`config.mk`:
```
export PLATFORM = sky130hd
export DESIGN_NAME = seven_seg_scan_ctrl
export DESIGN_NICKNAME = d
export VERILOG_FILES = /design/src/rtl/seven_seg_scan_ctrl_pkg.sv /design/src/rtl/seven_seg_scan_ctrl_bcd_to_seg.sv /design/src/rtl/seven_seg_scan_ctrl.sv
export SDC_FILE = /design/constraint.sdc
export NUM_CORES = 1
export LEC_CHECK = 0
export CAP_MARGIN = 5
export CORE_MARGIN = 2
export CORE_UTILIZATION = 60
export CTS_CLUSTER_SIZE = 8
export DETAILED_ROUTE_END_ITERATION = 10
export PLACE_DENSITY = 0.8
export SLEW_MARGIN = 25
export SYNTH_ARGS = -nofsm -noshare
export SYNTH_HDL_FRONTEND = slang
export SYNTH_HIERARCHICAL = 1
export SYNTH_SLANG_ARGS = --single-unit
```
`constraint.sdc`:
```
create_clock -name clk -period 8.9 [get_ports clk]
set_input_delay 1.78 -clock clk [delete_from_list [all_inputs] [get_ports clk]]
set_output_delay 1.78 -clock clk [all_outputs]
set_load 0.01 [all_outputs]
```
`src/rtl/seven_seg_scan_ctrl_pkg.sv`:
```
// Shared types and constants for the multiplexed seven-segment display controller.
package seven_seg_pkg;

  typedef enum logic [1:0] {
    ST_IDLE,
    ST_CONVERT,
    ST_COMMIT
  } state_t;

  localparam int unsigned NUM_DIGITS = 5;
  localparam int unsigned SIGN_DIGIT = 4;

  localparam logic [6:0] SEG_BLANK = 7'b1111111;
  localparam logic [6:0] SEG_MINUS = 7'b0111111;

  // Two's-complement magnitude; -4096 maps to 13'h1000 without saturation.
  function automatic logic [12:0] magnitude(input logic [12:0] v);
    return v[12] ? (~v + 13'd1) : v;
  endfunction

endpackage

```
`src/rtl/seven_seg_scan_ctrl_bcd_to_seg.sv`:
```
// Combinational BCD digit to active-low segment decoder, {g,f,e,d,c,b,a}.
module bcd_to_seg (
  input  logic [3:0] bcd,
  output logic [6:0] seg_n
);

  always_comb begin
    seg_n = 7'b1111111;
    case (bcd)
      4'd0: seg_n = 7'b1000000;
      4'd1: seg_n = 7'b1111001;
      4'd2: seg_n = 7'b0100100;
      4'd3: seg_n = 7'b0110000;
      4'd4: seg_n = 7'b0011001;
      4'd5: seg_n = 7'b0010010;
      4'd6: seg_n = 7'b0000010;
      4'd7: seg_n = 7'b1111000;
      4'd8: seg_n = 7'b0000000;
      4'd9: seg_n = 7'b0010000;
      default: seg_n = 7'b1111111;
    endcase
  end

endmodule

```
`src/rtl/seven_seg_scan_ctrl.sv`:
```
// Signed 13-bit value to 4-digit-plus-sign multiplexed seven-segment display,
// with a serial binary-to-BCD converter and a one-deep pending load slot.
module seven_seg_scan_ctrl
  import seven_seg_pkg::*;
#(
  parameter int unsigned SCAN_DIV = 50000,
  parameter bit          BLANK_LZ = 1'b1
) (
  input  logic        clk,
  input  logic        reset_n,
  input  logic [12:0] value,
  input  logic        load,
  output logic        busy,
  output logic        done,
  output logic [4:0]  an_n,
  output logic [6:0]  seg_n
);

  localparam int unsigned PW = (SCAN_DIV > 1) ? $clog2(SCAN_DIV) : 1;

  state_t      state;
  logic [12:0] shift_bin;
  logic [15:0] shift_bcd;
  logic [11:0] bcd_adj;
  logic [3:0]  step_cnt;
  logic        conv_neg;
  logic        pend_valid;
  logic [12:0] pend_value;
  logic [15:0] disp_bcd;
  logic        disp_neg;

  logic        start_en;
  logic [12:0] start_val;

  // Thousands nibble never reaches 5 (magnitude <= 4096), so only the lower three need add-3.
  always_comb begin
    bcd_adj = shift_bcd[11:0];
    for (int unsigned i = 0; i < 3; i++) begin
      if (shift_bcd[4*i +: 4] >= 4'd5) begin
        bcd_adj[4*i +: 4] = shift_bcd[4*i +: 4] + 4'd3;
      end
    end
  end

  // A load arriving in COMMIT is newer than anything pending, so it takes priority.
  always_comb begin
    start_en  = 1'b0;
    start_val = value;
    case (state)
      ST_IDLE:   start_en = load;
      ST_COMMIT: begin
        start_en = load | pend_valid;
        if (!load) start_val = pend_value;
      end
      default:   start_en = 1'b0;
    endcase
  end

  always_ff @(posedge clk or negedge reset_n) begin
    if (!reset_n) begin
      state      <= ST_IDLE;
      busy       <= 1'b0;
      done       <= 1'b0;
      shift_bin  <= '0;
      shift_bcd  <= '0;
      step_cnt   <= '0;
      conv_neg   <= 1'b0;
      pend_valid <= 1'b0;
      pend_value <= '0;
      disp_bcd   <= '0;
      disp_neg   <= 1'b0;
    end else begin
      done <= 1'b0;
      case (state)
        ST_IDLE: ;
        ST_CONVERT: begin
          shift_bcd <= {shift_bcd[14:12], bcd_adj, shift_bin[12]};
          shift_bin <= {shift_bin[11:0], 1'b0};
          step_cnt  <= step_cnt + 4'd1;
          if (step_cnt == 4'd12) state <= ST_COMMIT;
          if (load) begin
            pend_valid <= 1'b1;
            pend_value <= value;
          end
        end
        ST_COMMIT: begin
          disp_bcd   <= shift_bcd;
          disp_neg   <= conv_neg;
          done       <= 1'b1;
          pend_valid <= 1'b0;
          if (!start_en) begin
            state <= ST_IDLE;
            busy  <= 1'b0;
          end
        end
        default: begin
          state <= ST_IDLE;
          busy  <= 1'b0;
        end
      endcase
      if (start_en) begin
        state     <= ST_CONVERT;
        busy      <= 1'b1;
        shift_bin <= magnitude(start_val);
        shift_bcd <= '0;
        conv_neg  <= start_val[12];
        step_cnt  <= '0;
      end
    end
  end

  logic [PW-1:0] presc;
  logic [2:0]    dig_idx;
  logic [2:0]    dig_nxt;
  logic          wrap;
  logic [3:0]    sel_bcd;
  logic          lz_blank;
  logic [6:0]    seg_dec;
  logic [6:0]    seg_nxt;

  assign wrap = (presc == PW'(SCAN_DIV - 1));

  // an_n and seg_n are both registered from the next index so they switch together.
  always_comb begin
    dig_nxt = dig_idx;
    if (wrap) begin
      dig_nxt = (dig_idx == 3'(NUM_DIGITS - 1)) ? 3'd0 : dig_idx + 3'd1;
    end
  end

  always_comb begin
    sel_bcd  = 4'd0;
    lz_blank = 1'b0;
    case (dig_nxt)
      3'd0: sel_bcd = disp_bcd[3:0];
      3'd1: begin
        sel_bcd  = disp_bcd[7:4];
        lz_blank = (disp_bcd[15:4] == 12'd0);
      end
      3'd2: begin
        sel_bcd  = disp_bcd[11:8];
        lz_blank = (disp_bcd[15:8] == 8'd0);
      end
      3'd3: begin
        sel_bcd  = disp_bcd[15:12];
        lz_blank = (disp_bcd[15:12] == 4'd0);
      end
      default: sel_bcd = 4'd0;
    endcase
  end

  bcd_to_seg u_dec (
    .bcd   (sel_bcd),
    .seg_n (seg_dec)
  );

  always_comb begin
    if (dig_nxt == 3'(SIGN_DIGIT)) begin
      seg_nxt = disp_neg ? SEG_MINUS : SEG_BLANK;
    end else if (BLANK_LZ && lz_blank) begin
      seg_nxt = SEG_BLANK;
    end else begin
      seg_nxt = seg_dec;
    end
  end

  always_ff @(posedge clk or negedge reset_n) begin
    if (!reset_n) begin
      presc   <= '0;
      dig_idx <= '0;
      an_n    <= '1;
      seg_n   <= '1;
    end else begin
      presc   <= wrap ? '0 : presc + PW'(1);
      dig_idx <= dig_nxt;
      an_n    <= ~(5'b00001 << dig_nxt);
      seg_n   <= seg_nxt;
    end
  end

endmodule

```
==> results.toml <==
[detailed_routing]
first_pass_iters = 4
initialDrtViolationCount = 147
vias_per_cell = 5.79
routed_wl_mm = 9.77
drtAntennaViolNets = 0
drc = 0
num_vias = 3565
post_drt_wl_per_cell_um = 15.9

[synth]
synth-edff-count = 0
ys_seq_elements = 100
syn-cell-area_um2 = 5150
synth_top_area_cell = "dfrtp_1"
synth_commonest_cells = "dfrtp_1 (88), o21ai_0 (42), nand2_1 (39), nor2_1 (38), mux2_2 (25)"
syn_nets = 518
synth_area_per_cell_um2 = 10.6
async_flop_share = 1.00
yosysSeqAreaShare = 0.489
netlist.area_leader.share = 0.428
synth_cells = 485
synth-main-ff-cell = "dfrtp_1"
yosysWarningCount = 6
synth.distinct_cells = 58
synthTopCellsByArea = "dfrtp_1 (43%), dfstp_2 (6.1%), mux2_2 (5.5%)"
synth.most_common_cell = "dfrtp_1"

[placement]
gp_congestion = 0.862
portBuffers = 29
detailed_place_hpwl_mm = 6.97
dpl.cell_count = 600

[global_routing]
grt.overflow.total = 0
antenna_found_initial = 0
grt_pass1_vias = 3564
grt_pass1_wl_mm = 16.7
grt_max_degree = 77
track_usage = 0.217

[finish]
syn2layout_area_growth_pct = 10.6
drive_gt1_frac = 0.147
nets = 539
final_core_util = 0.689
antenna_cells = 0
stdcell_count = 616
multi_input_area_um2 = 2470
seqCellArea_um2 = 2520
fillCellCount = 611

[setup_path]
crit_path_end_kind = "flip-flop"
cpPeakStageDelay_ps = 450
crit_chain = "clkdlybuf4s50_1, nor3b_2, buf_4, mux2i_1, ha_1, o21ai_0, o21bai_1, xnor2_1, o21ai_1"
r2r-end = "seg_n[3]"
cp.buffers_inverters = 2
arrival_ps = 3990
ff2ff_path_depth = 13
r2r_start = "presc[0]"
worstPathRequired_ps = 9120
critPathLaunchType = "input pin"
crit_family = "buffers and inverters"
crit_fanout = 28
critical_path_cell_count = 9
crit_type = "in -> reg"
worstSetupStartpoint = "load"
endpoint = "shift_bin[10]"
reg2reg_slack_ps = 5570
critPathSlowestCell = "clkdlybuf4s50_1"

[floorplanning]
start_util = 0.623
die_x_um = 96.6
ios = 30
dieArea_um2 = 9340
die_height_um = 96.6
core_um2 = 8260
fp-row-count = 33

[timing]
setup_tns_ps = 0
hold_viol_final = 0
hold_slack_ps = 443
setup_viol = 0
clock_skew_ps = 12.0
min_period_over_period = 0.423
finalMaxSlewViolations = 0
slew_headroom = 0.367
rsz0062_at_grt = "no"
tightest_slew_ps = 950
min_period_ps = 3770
fmax_ghz = 0.266

[pwr]
power_density_nw_per_um2 = 256
p_leak_nw = 2.46
sequentialPowerShare = 0.480
ir_worst_vdd_mv = 0.130
share_comb_of_total_power = 0.326
net-switching-power_mw = 0.514
power_frac_clock = 0.194
total_power_mw = 1.46
sw_frac_of_total = 0.352
p_int_mw = 0.945

[clocking]
clkTransAtPathRegs_ps = 90
holdBufCountCts = 0
cts_tree = "done"
insertion_delay_ps = 360
post-cts-setup-buffers = 0
h-tree-depth = 3
clkSinkCount = 100
cts_buffer_depth = 2
cts_resized = 0
cts_root_buf = "clkbuf_8"
cts_buffers = 9

[worst_hold_path]
hold_path_class = "reg -> reg"

[job]
max-cap-violations = 0

[outcome]
outcome = "finished clean"
power groups by stage:
stage,Sequential [mW],Combinational [mW],Clock [mW]
finish,0.701,0.476,0.283
global route,0.717,0.539,0.307
CTS,0.699,0.479,0.288
detailed placement,0.708,0.477,0
global placement,0.700,0.454,0
floorplan,0.678,0.364,0
kinds of logic (layout without fill, tap and decap cells):
group	after synthesis	in the layout	share of synthesized area
buffers and inverters	40	66	0.0338
adders and majority gates	17	17	0.0413
AOI/OAI and AO/OA	96	96	0.119
xor gates and xnor gates	32	32	0.0544
DFF	100	100	0.489
muxes	45	45	0.107
and+or+nand+nor	155	155	0.156
sequential cells by signal, summed over array words and instances, names as in the netlist, 4 cells and up:
name / cells
an_n: 5
disp_bcd: 16
pend_value: 13
presc: 16
seg_n: 7
shift_bcd: 16
shift_bin: 13
step_cnt: 4
cells in the final DEF (no fill, tap or decap), types with 2 or more instances in the layout:
cell type / synthesis / final
or2_2: 3 / 3
dfrtp_1: 88 / 88
a21oi_1: 16 / 16
nand3_1: 17 / 17
nand2b_1: 9 / 9
clkbuf_8: 0 / 9
nand4_1: 5 / 5
nor4_1: 5 / 5
mux2i_1: 14 / 13
o21ai_0: 42 / 42
and4bb_1: 2 / 2
nand2_1: 39 / 39
mux4_2: 4 / 4
nor3_1: 5 / 5
o31ai_1: 9 / 9
buf_4: 0 / 4
or4_1: 2 / 2
and2_1: 6 / 6
nand3b_1: 2 / 2
and3_1: 4 / 4
a32o_1: 3 / 3
or3_1: 2 / 2
clkinv_2: 0 / 3
a22oi_1: 10 / 10
xnor2_1: 11 / 11
inv_1: 16 / 16
dfstp_2: 12 / 12
xor2_1: 21 / 21
o21ai_1: 2 / 2
nor2_1: 38 / 38
clkdlybuf4s50_1: 0 / 28
mux2_2: 25 / 25
or2_1: 7 / 7
ha_1: 17 / 17
o32ai_1: 3 / 3
routing by layer:
layer / part of all wire / GRT usage / up-vias
met2: 0.51 / 0.371 / 60
met4: 0.013 / 0.0661 / 0
met5: 0 / 0 / -
met1: 0.45 / 0.281 / 1738
li1: - / - / 1754
met3: 0.026 / 0.0426 / 13
per-stage QoR:
stage,cell area (um^2),setup WS [ps]
after floorplan,5150,5420
after global placement,5500,4580
after detailed placement,5500,4500
after CTS,5690,4910
after global routing,5690,4920
final,5690,5130
how the worst min path moves through the flow:
| stage | end | cells past startpoint | slack, ps | from |
|---|---|---|---|---|
| 2_1_floorplan | seg_n[6] | 1 | 380 | disp_neg |
| 3_3_place_gp | seg_n[6] | 1 | 430 | disp_neg |
| 3_5_place_dp | seg_n[6] | 1 | 430 | disp_neg |
| 4_1_cts | seg_n[6] | 1 | 440 | disp_neg |
| 5_1_grt | seg_n[6] | 1 | 450 | disp_neg |
| 6_report | seg_n[6] | 1 | 440 | disp_neg |
cell type report:
| cell class | count | share of cell area |
|---|---|---|
| clock buffers | 9 | 0.0218 |
| inverters | 17 | 0.0116 |
| repair buffers | 33 | 0.0565 |
| clock inverters | 7 | 0.0116 |
| flip-flops and latches | 100 | 0.442 |
| multi-input cells | 345 | 0.433 |
| well taps | 105 | 0.0231 |
(Power assumes the default switching activity.)
